<file path="src/rtl/clock_sequencer_pkg.sv">
// clock_sequencer_pkg: shared widths, default tap masks and parameter legality
// checks for the clock-enable sequencer.
`default_nettype none

package clock_sequencer_pkg;

  localparam logic [11:0] TAP_6M = 12'hAAA;
  localparam logic [11:0] TAP_4M = 12'h249;

  localparam logic [0:0] c_ST_RUN  = 1'b0;
  localparam logic [0:0] c_ST_HELD = 1'b1;

  function automatic int pw(input int phases);
    return $clog2(phases);
  endfunction

  function automatic bit cfg_ok(input int phases, input int q_ph, input int e_ph,
                                input int qn_ph, input int en_ph, input int hold_ph,
                                input int reset_ph, input int max_stretch);
    bit ok;
    ok = (phases >= 4) && (max_stretch >= 1);
    ok = ok && (hold_ph != q_ph) && (hold_ph != e_ph) &&
         (hold_ph != qn_ph) && (hold_ph != en_ph);
    ok = ok && (q_ph >= 0) && (q_ph < phases) && (e_ph >= 0) && (e_ph < phases);
    ok = ok && (qn_ph >= 0) && (qn_ph < phases) && (en_ph >= 0) && (en_ph < phases);
    ok = ok && (hold_ph >= 0) && (hold_ph < phases);
    ok = ok && (reset_ph >= 0) && (reset_ph < phases);
    return ok;
  endfunction

endpackage

`default_nettype wire

</file>
<file path="src/rtl/clock_sequencer_phase_counter.sv">
// phase_counter: modulo-PHASES counter with an advance enable and async reset.
`default_nettype none

module phase_counter
  import clock_sequencer_pkg::*;
#(
  parameter int PHASES      = 12,
  parameter int RESET_PHASE = 3
)(
  input  logic                  clk,
  input  logic                  rst,
  input  logic                  advance,
  output logic [pw(PHASES)-1:0] phase
);

  localparam int c_pw = pw(PHASES);

  always_ff @(posedge clk or posedge rst) begin
    if (rst) begin
      phase <= c_pw'(RESET_PHASE);
    end else if (advance) begin
      phase <= (phase == c_pw'(PHASES - 1)) ? '0 : phase + c_pw'(1);
    end
  end

endmodule

`default_nettype wire

</file>
<file path="src/rtl/clock_sequencer.sv">
// clock_sequencer: free-running tap enables plus a stallable 6809 Q/E phase
// generator whose E-high interval can be stretched in whole CPU cycles.
`default_nettype none

module clock_sequencer
  import clock_sequencer_pkg::*;
#(
  parameter int                        PHASES      = 12,
  parameter int                        N_TAP       = 2,
  parameter logic [N_TAP*PHASES-1:0]   TAP_MASK    = {TAP_4M, TAP_6M},
  parameter int                        Q_PHASE     = 0,
  parameter int                        E_PHASE     = 3,
  parameter int                        QN_PHASE    = 6,
  parameter int                        EN_PHASE    = 9,
  parameter int                        HOLD_PHASE  = 8,
  parameter int                        RESET_PHASE = 3,
  parameter int                        MAX_STRETCH = 4
)(
  input  logic                  clk,
  input  logic                  rst,
  input  logic                  stretch_req,
  output logic [N_TAP-1:0]      en_tap,
  output logic                  en_q,
  output logic                  en_e,
  output logic                  en_q_n,
  output logic                  en_e_n,
  output logic                  q_level,
  output logic                  e_level,
  output logic                  stretched,
  output logic                  stretch_timeout,
  output logic [pw(PHASES)-1:0] free_phase,
  output logic [pw(PHASES)-1:0] cpu_phase
);

  localparam int c_pw   = pw(PHASES);
  localparam int c_span = 1 << c_pw;
  localparam int c_lw   = $clog2(MAX_STRETCH + 1);

  localparam logic [c_pw-1:0] c_q_ph    = c_pw'(Q_PHASE);
  localparam logic [c_pw-1:0] c_e_ph    = c_pw'(E_PHASE);
  localparam logic [c_pw-1:0] c_qn_ph   = c_pw'(QN_PHASE);
  localparam logic [c_pw-1:0] c_en_ph   = c_pw'(EN_PHASE);
  localparam logic [c_pw-1:0] c_hold_ph = c_pw'(HOLD_PHASE);
  localparam logic [c_lw-1:0] c_last_lap = c_lw'(MAX_STRETCH - 1);

  if (!cfg_ok(PHASES, Q_PHASE, E_PHASE, QN_PHASE, EN_PHASE, HOLD_PHASE,
              RESET_PHASE, MAX_STRETCH)) begin : g_bad_cfg
    $error("clock_sequencer: illegal parameter combination");
  end

  logic [0:0]       r_state;
  logic [0:0]       w_state_nxt;
  logic [c_lw-1:0]  r_laps;
  logic [c_lw-1:0]  w_laps_nxt;
  logic             w_cpu_adv;
  logic             w_timeout;
  logic             w_entry;
  logic             w_lap_pt;
  logic             w_release;
  logic [N_TAP-1:0] w_tap;

  logic [N_TAP-1:0] r_tap;
  logic             r_en_q, r_en_e, r_en_q_n, r_en_e_n;
  logic             r_q_level, r_e_level, r_timeout;

  phase_counter #(.PHASES(PHASES), .RESET_PHASE(RESET_PHASE)) u_free_cnt (
    .clk     (clk),
    .rst     (rst),
    .advance (1'b1),
    .phase   (free_phase)
  );

  phase_counter #(.PHASES(PHASES), .RESET_PHASE(RESET_PHASE)) u_cpu_cnt (
    .clk     (clk),
    .rst     (rst),
    .advance (w_cpu_adv),
    .phase   (cpu_phase)
  );

  // A lap point is where the free counter laps back to the held phase, so a
  // release always realigns the two counters.
  assign w_entry   = (r_state == c_ST_RUN) && (cpu_phase == c_hold_ph) && stretch_req;
  assign w_lap_pt  = (r_state == c_ST_HELD) && (free_phase == c_hold_ph);
  assign w_release = w_lap_pt && (!stretch_req || (r_laps == c_last_lap));

  always_ff @(posedge clk or posedge rst) begin
    if (rst) begin
      r_state <= c_ST_RUN;
    end else begin
      r_state <= w_state_nxt;
    end
  end

  always_comb begin
    w_state_nxt = r_state;
    case (r_state)
      c_ST_RUN:  if (w_entry)   w_state_nxt = c_ST_HELD;
      c_ST_HELD: if (w_release) w_state_nxt = c_ST_RUN;
      default:                  w_state_nxt = c_ST_RUN;
    endcase
  end

  always_comb begin
    w_cpu_adv  = 1'b1;
    w_timeout  = 1'b0;
    w_laps_nxt = r_laps;
    case (r_state)
      c_ST_RUN: begin
        if (w_entry) begin
          w_cpu_adv  = 1'b0;
          w_laps_nxt = '0;
        end
      end
      c_ST_HELD: begin
        w_cpu_adv = w_release;
        w_timeout = w_release && stretch_req;
        if (w_lap_pt && !w_release) w_laps_nxt = r_laps + c_lw'(1);
      end
      default: w_cpu_adv = 1'b1;
    endcase
  end

  for (genvar i = 0; i < N_TAP; i++) begin : g_tap
    localparam logic [c_span-1:0] c_mask = c_span'(TAP_MASK[i*PHASES +: PHASES]);
    assign w_tap[i] = c_mask[free_phase];
  end

  always_ff @(posedge clk or posedge rst) begin
    if (rst) begin
      r_laps    <= '0;
      r_tap     <= '0;
      r_en_q    <= 1'b0;
      r_en_e    <= 1'b0;
      r_en_q_n  <= 1'b0;
      r_en_e_n  <= 1'b0;
      r_q_level <= 1'b0;
      r_e_level <= 1'b0;
      r_timeout <= 1'b0;
    end else begin
      r_laps    <= w_laps_nxt;
      r_tap     <= w_tap;
      r_en_q    <= (cpu_phase == c_q_ph);
      r_en_e    <= (cpu_phase == c_e_ph);
      r_en_q_n  <= (cpu_phase == c_qn_ph);
      r_en_e_n  <= (cpu_phase == c_en_ph);
      r_q_level <= r_en_q ? 1'b1 : (r_en_q_n ? 1'b0 : r_q_level);
      r_e_level <= r_en_e ? 1'b1 : (r_en_e_n ? 1'b0 : r_e_level);
      r_timeout <= w_timeout;
    end
  end

  assign en_tap          = r_tap;
  assign en_q            = r_en_q;
  assign en_e            = r_en_e;
  assign en_q_n          = r_en_q_n;
  assign en_e_n          = r_en_e_n;
  assign q_level         = r_q_level;
  assign e_level         = r_e_level;
  assign stretched       = (r_state == c_ST_HELD);
  assign stretch_timeout = r_timeout;

endmodule

`default_nettype wire

</file>
<file path="config.mk">
export PLATFORM = sky130hd
export DESIGN_NAME = clock_sequencer
export DESIGN_NICKNAME = d
export VERILOG_FILES = /design/src/rtl/clock_sequencer_pkg.sv /design/src/rtl/clock_sequencer_phase_counter.sv /design/src/rtl/clock_sequencer.sv
export SDC_FILE = /design/constraint.sdc
export NUM_CORES = 1
export LEC_CHECK = 0
export CAP_MARGIN = 20
export CORE_MARGIN = 2
export CORE_UTILIZATION = 53
export DETAILED_ROUTE_END_ITERATION = 7
export GPL_TIMING_DRIVEN = 0
export PLACE_DENSITY = 0.81
export SLEW_MARGIN = 20
export SYNTH_ARGS = -nofsm -noshare
export SYNTH_HDL_FRONTEND = slang
export SYNTH_SLANG_ARGS = --single-unit
</file>
<file path="constraint.sdc">
create_clock -name clk -period 3.2 [get_ports clk]
set_input_delay 0.64 -clock clk [delete_from_list [all_inputs] [get_ports clk]]
set_output_delay 0.64 -clock clk [all_outputs]
set_load 0.005 [all_outputs]
</file>
### Yosys cells after proc, flatten, opt, wreduce, memory -nomap -nowiden

Memory sizes are Yosys's and may differ from the RTL's. A register that Yosys moved wholly into a read port is not among the register bits.
Cells that the tools add are included.

* register bits: 19
* ROM bits: 32
* bits of input ports: 3
* word-level logic and storage cells: 55
* memories: 2

* $add $sub $neg: 3
* equal/unequal tests: 10
* multiplexer cells: 15
* bitwise gates (word level): 1
* reduce and logical (&&, ||, !) cells: 13

Memories
* (name not given): depth 16, bits a word 1, read ports 1, clocked after memory_dff 1, write ports 0, RTL line clock_sequencer.sv:125 `assign w_tap[i] = c_mask[free_phase];`
* (name not given): depth 16, bits a word 1, read ports 1, clocked after memory_dff 1, write ports 0, RTL line clock_sequencer.sv:125

Operator list (number)
* $eq A4 B4 Y1 const B: 5
* $add A4 B1 Y4 const B: 2
* $mux W1: 8
* $mux W4: 2
* $logic_and A1 B1 Y1: 6
* $mux W3: 2
* $pmux W3 S2: 1
* $eq A4 B2 Y1 const B: 1
* $eq A4 B3 Y1 const B: 1
* $logic_not A4 Y1: 1
* $pmux W1 S2: 2
* $reduce_bool A2 Y1: 2
* $add A3 B1 Y3 const B: 1
* $eq A3 B2 Y1 const B: 1
* $logic_not A1 Y1: 2
* $ne A2 B1 Y1 const B: 1
* $ne A2 B2 Y1 const B: 1
* $reduce_and A2 Y1: 1
* $logic_or A1 B1 Y1: 1
* $not A1 Y1: 1

### Depth between registers and ports, before layout

Gate-level depths: netlist of the first run.

* depth in word-level cells: 7
* depth in mapped cells: 6
* mapped depth without buffers: 6

### By module

Synthesis of the first run repeated with hierarchy kept, for this count alone.

* cells, all modules: 95
* area, all modules: 1023.5 sq um

By module, submodules not included
* clock_sequencer: instances 1, cells each 57, area each 605.6 sq um
* phase_counter: instances 2, cells each 19, area each 209.0 sq um

### Worst setup path before layout of the first run

OpenSTA, ideal clock, no wires.

* path kind: reg-to-reg
* start: register u_free_cnt.phase[0]
* end: register r_laps[0]
* arrival time: 1.533 ns
* slack: 1.540 ns
* cell stages (with the launch flop): 7
* buffers on the path: 0
* clock period less this slack: 1.660 ns
* cells stage by stage: dfstp_2 > inv_1 > ha_1 > nand3b_4 > nor2_1 > a2bb2oi_2 > mux2_1

* cells in the longest elaborated chain, start to end: 7

Ends and longest elaborated chain
* from (decl): RTL line clock_sequencer_phase_counter.sv:13 `output logic [pw(PHASES)-1:0] phase`
* from (signal assigned): RTL line clock_sequencer_phase_counter.sv:20 `phase <= c_pw'(RESET_PHASE);`
* from (signal assigned): RTL line clock_sequencer_phase_counter.sv:22 `phase <= (phase == c_pw'(PHASES - 1)) ? '0 : phase + c_pw'(1);`
* $eq A4 B4 Y1 *: RTL line clock_sequencer.sv:83 `assign w_lap_pt = (r_state == c_ST_HELD) && (free_phase == c_hold_ph);`
* $logic_and A1 B1 Y1 *: RTL line clock_sequencer.sv:83
* $logic_and A1 B1 Y1: RTL line clock_sequencer.sv:84 `assign w_release = w_lap_pt && (!stretch_req || (r_laps == c_last_lap));`
* $logic_not A1 Y1: RTL line clock_sequencer.sv:117 `if (w_lap_pt && !w_release) w_laps_nxt = r_laps + c_lw'(1);`
* $logic_and A1 B1 Y1 *: RTL line clock_sequencer.sv:117
* $ne A2 B1 Y1 (no line) *
* $reduce_and A2 Y1 (no line) *
* to (signal assigned): RTL line clock_sequencer.sv:140 `r_laps <= w_laps_nxt;`
* to (decl): RTL line clock_sequencer.sv:53 `logic [c_lw-1:0] r_laps;`

Mark *: on every way between the ends. The rest lies on a longest branch, timed or not.
A chain may end at the register's enable or synchronous reset.

### Worst setup path after layout of the first run

* start: register u_free_cnt.phase[0]
* end: output port free_phase[0]

RTL lines
* to (decl): RTL line clock_sequencer.sv:31 `output logic [pw(PHASES)-1:0] free_phase,`

No word-level cell between the ends.

==> results of run 1 <==
-- power by group --
group / switching [mW] / internal (mW)
clock network: 0.0791 / 0.0467
logic: 0.138 / 0.228
registers: 0.0797 / 0.350
total: 0.297 / 0.625
-- cell usage in the layout, fill, tap and decap left out, types with 3 or more instances in the layout --
cell / Yosys / routed
dfrtp_1: 17 / 17
inv_1: 11 / 11
nand2_1: 7 / 7
ha_1: 10 / 10
nor2_1: 6 / 6
clkdlybuf4s50_1: 0 / 20
a21oi_1: 3 / 3
and2_1: 3 / 3
clkbuf_4: 0 / 3
dfstp_2: 4 / 4
-- layout make-up --
cell class	instances	area, sq um	area share [%]
Inverter	11	41.3	3.16
Clock buffer	3	22.5	1.72
Sequential cell	21	531	40.6
Timing Repair Buffer	20	200	15.3
Clock inverter	1	5.00	0.383
Multi-Input combinational cell	57	462	35.3
Buffer	1	11.3	0.862
Tap cell	27	33.8	2.59
-- stage by stage --
stage | power, mW | util, % | cell area, sq um | setup slack [ns]
4_1_cts | 0.941 | 68.7 | 1310 | 1.12
2_1_floorplan | 0.648 | - | 1040 | 1.54
6_report | 0.922 | 68.7 | 1310 | 1.14
3_3_place_gp | 0.791 | 67.2 | 1280 | 1.14
5_1_grt | 1.00 | 68.7 | 1310 | 1.06
3_5_place_dp | 0.811 | 67.2 | 1280 | 1.12
-- final timing paths --
check | to | slack (ns) | cells after the start
setup / recovery | free_phase[0] | 1.14 | 1
hold / removal | q_level | 0.47 | 1
setup reg to reg | r_laps[0] | 1.45 | 6
hold reg to reg | q_level | 0.47 | 1
max in group asynchronous | r_laps[0] | 1.98 | 2
min in group asynchronous | en_tap[1] | 0.76 | 2
-- cell families (layout without fill, tap and decap cells) --
family / after synthesis / count (layout)
XOR/XNOR: 1 / 1
AO/OA/AOI/OAI: 14 / 14
adder cells (fa/ha/maj): 10 / 10
multiplexers: 5 / 5
flip-flops: 21 / 21
buffers and inverters: 12 / 36
AND/OR/NAND/NOR: 27 / 27
-- worst reg2reg max path, stage by stage, from the launching register on --
cell	delay, ns
dfstp_2	0.60
inv_1	0.09
ha_1	0.23
nand3b_4	0.10
nor2_1	0.06
a2bb2oi_2	0.23
mux2_1	0.34
-- metal layers --
metal | vias to the layer above | share of wire, %
li1 | 344 | -
met1 | 314 | 43
met2 | 17 | 50
met3 | 4 | 4.0
met4 | 0 | 2.6
met5 | - | 0
-- state kept, by name, summed over array words and instances (netlist names), 2 cells and up --
name / count
en_tap: 2
u_free_cnt.phase: 4
r_laps: 3
u_cpu_cnt.phase: 4
==> impl_metrics.toml, run 1 <==
[status]
outcome = "finished, final reports clean"

[yosys]
synth_area_leaders = "dfrtp_1 41%, ha_1 12%, dfstp_2 10%, inv_1 4.0%, nand2_1 2.5%"
syn_nets = 103
syn_inst = 90
synth_edf_count = 0
yosys-top-cells-count = "17 x dfrtp_1, 11 x inv_1, 10 x ha_1"
synth_top_family_by_area = "simple AND/OR/NAND/NOR gates"
synthArstFlopShare_pct = 100
yosys.area.top_type_share_pct = 40.7
avgSynthCellArea_sq_um = 11.6
synthMuxAreaShare_pct = 5.15
seq_area_frac_synth_pct = 50.8
synth.most_common_cell = "dfrtp_1"
yosys_register_bits = 21
synth_cell_types = 33
synth_adder_area_share_pct = 12.0
yosysTopAreaCell = "dfrtp_1"
synth-xor-area-share_pct = 0.838
synth_ff_type = "dfrtp_1"
syn-cell-area_sq_um = 1040
synth_simple_gate_area_share_pct = 15.6
yosys_warnings = 0
synth_compound_area_share_pct = 10.7

[global_route]
grt_pass1_wl_mm = 2.96
grt_use_total_pct = 17.0
grt_pass1_vias = 671
use_met3_pct = 4.32
use_met1_pct = 19.5
antenna_found_initial = 0
grt_busiest_layer = "met2"
use_met2_pct = 28.0
grt_max_degree = 22
overflow = 0

[sta]
finalCritPeriodShare_pct = 64.3
finalSetupTns_ns = 0
worst_pin_slew_ns = 0.743
final_hold_viol_count = 0
finalCriticalPeriod_ns = 2.06
fin_skew_ns = 0.00346
whs_ns = 0.470
rsz0062_at_grt = "no"
maxSlewViolCount = 0
max_freq_mhz = 486
setup_viol = 0
relSlewSlack_pct = 50.4

[setup_path]
end_kind = "output port"
slowest_delay_ns = 0.60
cp_cell_sequence = "clkdlybuf4s50_1"
worstPathArrival_ns = 1.42
required_ns = 2.56
cp-start-kind = "register"
crit_buf_inv = 1
crit_type = "register to output port"
reg2reg_from = "u_free_cnt.phase[0]"
path_max_fanout = 6
critPathTopFamily = "flip-flops"
slowest_stage = "dfstp_2"
critPathLaunch = "u_free_cnt.phase[0]"

[pwr]
p_leak_nw = 0.640
powerDensity_nw_per_um2 = 706
ir_worst_vdd_v = 0.000447

[placed_design]
gp_congestion = 0.738
dpl.cell_count = 137
portBuffers = 20
place_hpwl_mm = 1.27

[route]
drt-total-wl_mm = 1.63
wire_per_inst_um = 11.5
drc = 0
antenna_left = 0
via_per_inst = 4.82
firstDrtPassIters = 4
drtIter0Drc = 10
vias = 679

[floorplan]
die_x_um = 48.4
initial_core_util_pct = 54.9
core_area_sq_um = 1900
die_h_um = 48.4
ios = 21
die-area_sq_um = 2340
row_count = 16

[layout]
drive_above_1_share_pct = 14.9
stdcell_count = 141
fin_nets = 128
area_growth_pct = 25.0
nFillCells = 147
diodes = 0

[clock_tree]
cts_tree = "built"
cts_buffer_depth = 2
ctsRootBufferMaster = "clkbuf_4"
clock-sinks = 21
htreeDepth = 1
ctsResizeCount = 0
clk_latency_ns = 0.30
cts.reportedPaths.clkPinSlew_ns = 0.11
cts_buffers = 3
cts_hold_buf = 0
cts_setup_buffers = 0

[flow_run]
drv_cap = 0

[worst_hold_path]
hold_path.class = "register to register"
hp-start = "en_q"
Note: power is estimated with default switching activity, not from simulation.
==> inputs of run 2 (changes only) <==
- CORE_UTILIZATION: 53 -> 49
- PLACE_DENSITY: 0.81 -> 0.76
- clock period: 3.2 -> 2.1 ns (I/O delays scaled with it)
==> run 2 against run 1 <==
Die area grew 7.5%. Via count shrank 1.0%. Core utilization shrank 2.8 points. Cell count is the same. Count of clock-buffer cells in the layout grew 1. First-iteration DRC count shrank 70%. Total power grew 53%. Non-clock buffer count is the same. Clock power grew 56%. Design area is essentially flat. Combinational power grew 52%. Critical path type unchanged. Largest cell class unchanged. Largest power group unchanged.
==> impl_metrics.toml, run 2 (synthesis gave the netlist of run 1 again) <==
[status]
outcome = "finished, final reports clean"

[worst_hold_path]
holdPathStages = 1
hp-start = "en_q"
hold_end = "q_level"
hold_path.class = "register to register"

[clock_tree]
cts_buffers = 3
cts_setup_buffers = 0
clk_latency_ns = 0.30
cts_hold_buf = 0
cts_tree = "built"
cts_buffer_depth = 2
htreeDepth = 1
ctsRootBufferMaster = "clkbuf_4"
cts.reportedPaths.clkPinSlew_ns = 0.11
ctsResizeCount = 0
clock-sinks = 21

[sta]
worst_pin_slew_ns = 0.751
relSlewSlack_pct = 49.9
whs_ns = 0.472
final_hold_viol_count = 0
rsz0062_at_grt = "no"
finalCritPeriodShare_pct = 88.2
max_freq_mhz = 540
maxSlewViolCount = 0
finalCriticalPeriod_ns = 1.85
fin_skew_ns = 0.00278
setup_viol = 0
finalSetupTns_ns = 0

[placed_design]
portBuffers = 20
dpl.cell_count = 137
place_hpwl_mm = 1.17
gp_congestion = 0.733
postPlaceCellArea_sq_um = 1280

[pwr]
p_comb_share_pct = 39.5
powerDensity_nw_per_um2 = 1080
power_switching_share_pct = 32.4
switchingPower_uw = 456
p_leak_nw = 0.637
p_int_uw = 953
pwr-share-seq_pct = 46.6
ir_worst_vdd_v = 0.000800
clock_power_share_pct = 13.9

[setup_path]
worstPathArrival_ns = 1.43
critPathTopFamily = "buffers and inverters"
cp-start-kind = "register"
r2r_slack_ns = 0.34
end_kind = "output port"
reg2regPathDepth = 6
reg2reg_from = "u_free_cnt.phase[0]"
rr_endpoint = "r_laps[0]"
crit_buf_inv = 1
slowest_delay_ns = 0.57
path_max_fanout = 8
required_ns = 1.68
crit_type = "register to output port"
cp_cell_sequence = "clkdlybuf4s50_1"
slowest_stage = "clkdlybuf4s50_1"

[floorplan]
row_count = 16
die-area_sq_um = 2520
ios = 21
initial_core_util_pct = 52.7
core_area_sq_um = 1980
die_h_um = 50.2
die_x_um = 50.2

[layout]
stdcell_area_sq_um = 1310
stdcell_count = 141
drive_above_1_share_pct = 14.0
largestRegisters = "u_cpu_cnt.phase (4), u_free_cnt.phase (4), r_laps (3)"
layout_commonest_cell = "clkdlybuf4s50_1"
utilization_pct = 65.8
area_growth_pct = 24.9
fin_nets = 128
final_cell_mix = "20 x clkdlybuf4s50_1, 17 x dfrtp_1, 11 x inv_1"
diodes = 0

[route]
vias = 672
drt-total-wl_mm = 1.59
wire_per_inst_um = 11.3
via_per_inst = 4.77
drtIter0Drc = 3
antenna_left = 0
drc = 0
firstDrtPassIters = 2

[global_route]
grt_pass1_wl_mm = 2.77
grt_pass1_vias = 635
grt_use_total_pct = 15.1
grt_max_degree = 22
antenna_found_initial = 0
overflow = 0

[flow_run]
drv_cap = 0
## run 2: area by class of cell
type,count,area [sq um]
multi-input combinational,57,462
buffer,1,11.3
fill,158,677
inverter,11,41.3
clock buffer,4,26.3
tap,27,33.8
timing repair buffer,20,200
sequential,21,531
## run 2: worst max-delay path by stage
stage                               endpoint  slack, ns  cells past startpoint           startpoint
after detailed placement  u_cpu_cnt.phase[3]       0.23                      5          stretch_req
final                              stretched       0.25                      1            stretched
after CTS                          stretched       0.22                      1            stretched
after global routing               stretched       0.18                      1            stretched
after global placement    u_cpu_cnt.phase[3]       0.25                      5          stretch_req
after floorplan                    r_laps[0]       0.44                      6  u_free_cnt.phase[0]
## run 2: through the flow
| step | setup WS [ns] | power [mW] |
|---|---|---|
| global placement | 0.255 | 1.21 |
| global route | 0.181 | 1.52 |
| detailed placement | 0.226 | 1.23 |
| CTS | 0.222 | 1.43 |
| floorplan | 0.440 | 0.988 |
| finish | 0.247 | 1.41 |
## run 2: per-layer routing
| layer | routed length (um) | GRT usage (%) | share of wire, % |
|---|---|---|---|
| met1 | 743 | 19.8 | 47 |
| met2 | 742 | 23.0 | 47 |
| met3 | 56 | 2.68 | 3.5 |
| met4 | 45 | 9.72 | 2.8 |
| met5 | 0 | 0 | 0 |
## run 2: power groups by stage
stage | sequential (mW) | combinational [mW] | clock (mW)
2_1_floorplan | 0.655 | 0.333 | 0
3_3_place_gp | 0.660 | 0.551 | 0
3_5_place_dp | 0.666 | 0.564 | 0
4_1_cts | 0.658 | 0.566 | 0.202
5_1_grt | 0.679 | 0.622 | 0.218
6_report | 0.656 | 0.557 | 0.196
==> inputs of run 3 (changes only) <==
- CORE_ASPECT_RATIO: default -> 0.7
- SLEW_MARGIN: 20 -> 10
==> run 3 against run 2 <==
Die area increased by 0.23%. Clock power about the same. First-iteration DRC count increased to 4.3 times the previous value. Via count increased by 2.5%. Worst setup slack got worse by 0.015 ns. Critical path depth unchanged. Count of clock-buffer cells in the layout decreased by 1. Critical path type unchanged.
==> impl_metrics.toml, run 3 (synthesis gave the netlist of run 1 again) <==
[setup_path]
crit_type = "register to output port"
cp-start-kind = "register"
rr_endpoint = "r_laps[0]"
path_max_fanout = 7
reg2reg_from = "u_free_cnt.phase[0]"
reg2regPathDepth = 6
r2r_slack_ns = 0.34
end_kind = "output port"
slowest_delay_ns = 0.61
critPathTopFamily = "flip-flops"
worstPathArrival_ns = 1.45
slowest_stage = "dfstp_2"
crit_buf_inv = 1
cp_cell_sequence = "clkdlybuf4s50_1"
required_ns = 1.68

[pwr]
p_int_uw = 950
pwr-share-seq_pct = 46.5
switchingPower_uw = 464
clock_power_share_pct = 14.0
ir_worst_vdd_v = 0.000525
powerDensity_nw_per_um2 = 1090
power_switching_share_pct = 32.8
p_leak_nw = 0.640
p_comb_share_pct = 39.4

[layout]
largestRegisters = "u_cpu_cnt.phase (4), u_free_cnt.phase (4), r_laps (3)"
drive_above_1_share_pct = 14.9
fin_nets = 128
nFillCells = 156
diodes = 0
area_growth_pct = 24.4
final_cell_mix = "20 x clkdlybuf4s50_1, 17 x dfrtp_1, 11 x inv_1"
layout_commonest_cell = "clkdlybuf4s50_1"
multiInputGateArea_sq_um = 462
stdcell_count = 136
seq_area_sq_um = 531
stdcell_area_sq_um = 1300

[clock_tree]
cts_buffers = 3
cts_setup_buffers = 0
cts_tree = "built"
htreeDepth = 1
cts_buffer_depth = 2
cts.reportedPaths.clkPinSlew_ns = 0.12
clk_latency_ns = 0.31
clock-sinks = 21
cts_hold_buf = 0
ctsRootBufferMaster = "clkbuf_4"
ctsResizeCount = 0

[sta]
fin_skew_ns = 0.00383
setup_viol = 0
maxSlewViolCount = 0
finalSetupTns_ns = 0
whs_ns = 0.470
relSlewSlack_pct = 46.4
finalCritPeriodShare_pct = 89.0
fin_ws_ns = 0.232
rsz0062_at_grt = "no"
final_hold_viol_count = 0
finalCriticalPeriod_ns = 1.87
worst_pin_slew_ns = 0.803
max_freq_mhz = 535

[route]
drtIter0Drc = 13
vias = 689
drc = 0
antenna_left = 0
firstDrtPassIters = 3
wire_per_inst_um = 12.5
drt-total-wl_mm = 1.70
via_per_inst = 5.07

[global_route]
antenna_found_initial = 0
grt_max_degree = 22
grt_pass1_vias = 667
use_met2_pct = 23.5
grt_busiest_layer = "met2"
grt_pass1_wl_mm = 2.93
grt_use_total_pct = 16.3
use_met3_pct = 6.48
overflow = 0
use_met1_pct = 22.1

[flow_run]
drv_cap = 0

[floorplan]
core_area_sq_um = 1940
die_h_um = 42.6
die-area_sq_um = 2520
row_count = 13
ios = 21
die_x_um = 59.2
initial_core_util_pct = 54.0

[worst_hold_path]
hold_end = "e_level"
hp-start = "en_e"
holdPathStages = 1
hold_path.class = "register to register"

[placed_design]
detailedPlace.worstSlack_ns = 0.262
place_hpwl_mm = 1.26
postPlaceCellArea_sq_um = 1270
dpl.cell_count = 132
portBuffers = 20
gp_congestion = 0.764

[status]
outcome = "finished, final reports clean"
-- run 3: cell types whose count changed in the layout (fill, tap and decap cells not counted), sizes merged --
cell	change
clkinv	+1
clkbuf	-1
-- run 3: power groups by stage --
stage | registers [mW] | logic (mW) | clock network, mW
3_3_place_gp | 0.659 | 0.550 | 0
2_1_floorplan | 0.655 | 0.333 | 0
5_1_grt | 0.680 | 0.628 | 0.229
3_5_place_dp | 0.667 | 0.564 | 0
6_report | 0.658 | 0.558 | 0.198
4_1_cts | 0.659 | 0.567 | 0.207
-- run 3: metrics by stage --
step	util, %	total power, mW
finish	67.2	1.41
global route	67.2	1.54
CTS	67.2	1.43
detailed placement	65.7	1.23
global placement	65.7	1.21
floorplan	-	0.988
-- run 3: how the worst max path moves through the flow --
stage	start	endpoint	slack, ns	cells after the start
after global placement	stretch_req	u_cpu_cnt.phase[3]	0.25	5
after CTS	u_cpu_cnt.phase[0]	cpu_phase[0]	0.22	1
after global routing	stretched	stretched	0.16	1
final	u_cpu_cnt.phase[0]	cpu_phase[0]	0.23	1
after floorplan	u_free_cnt.phase[0]	r_laps[0]	0.44	6
after detailed placement	stretch_req	u_cpu_cnt.phase[3]	0.26	5
-- run 3: final cells by class --
| type | instances | share of cell area, % |
|---|---|---|
| sequential | 21 | 40.8 |
| multi-input combinational | 57 | 35.5 |
| timing repair buffer | 20 | 15.4 |
| inverter | 11 | 3.18 |
| tap | 22 | 2.12 |
| clock buffer | 3 | 1.73 |
| buffer | 1 | 0.866 |
| clock inverter | 1 | 0.385 |
-- run 3: per-layer routing --
metal	vias to the layer above	wire length, um
met5	-	0
met4	0	23
met3	4	82
met2	17	729
met1	323	864
li1	345	-
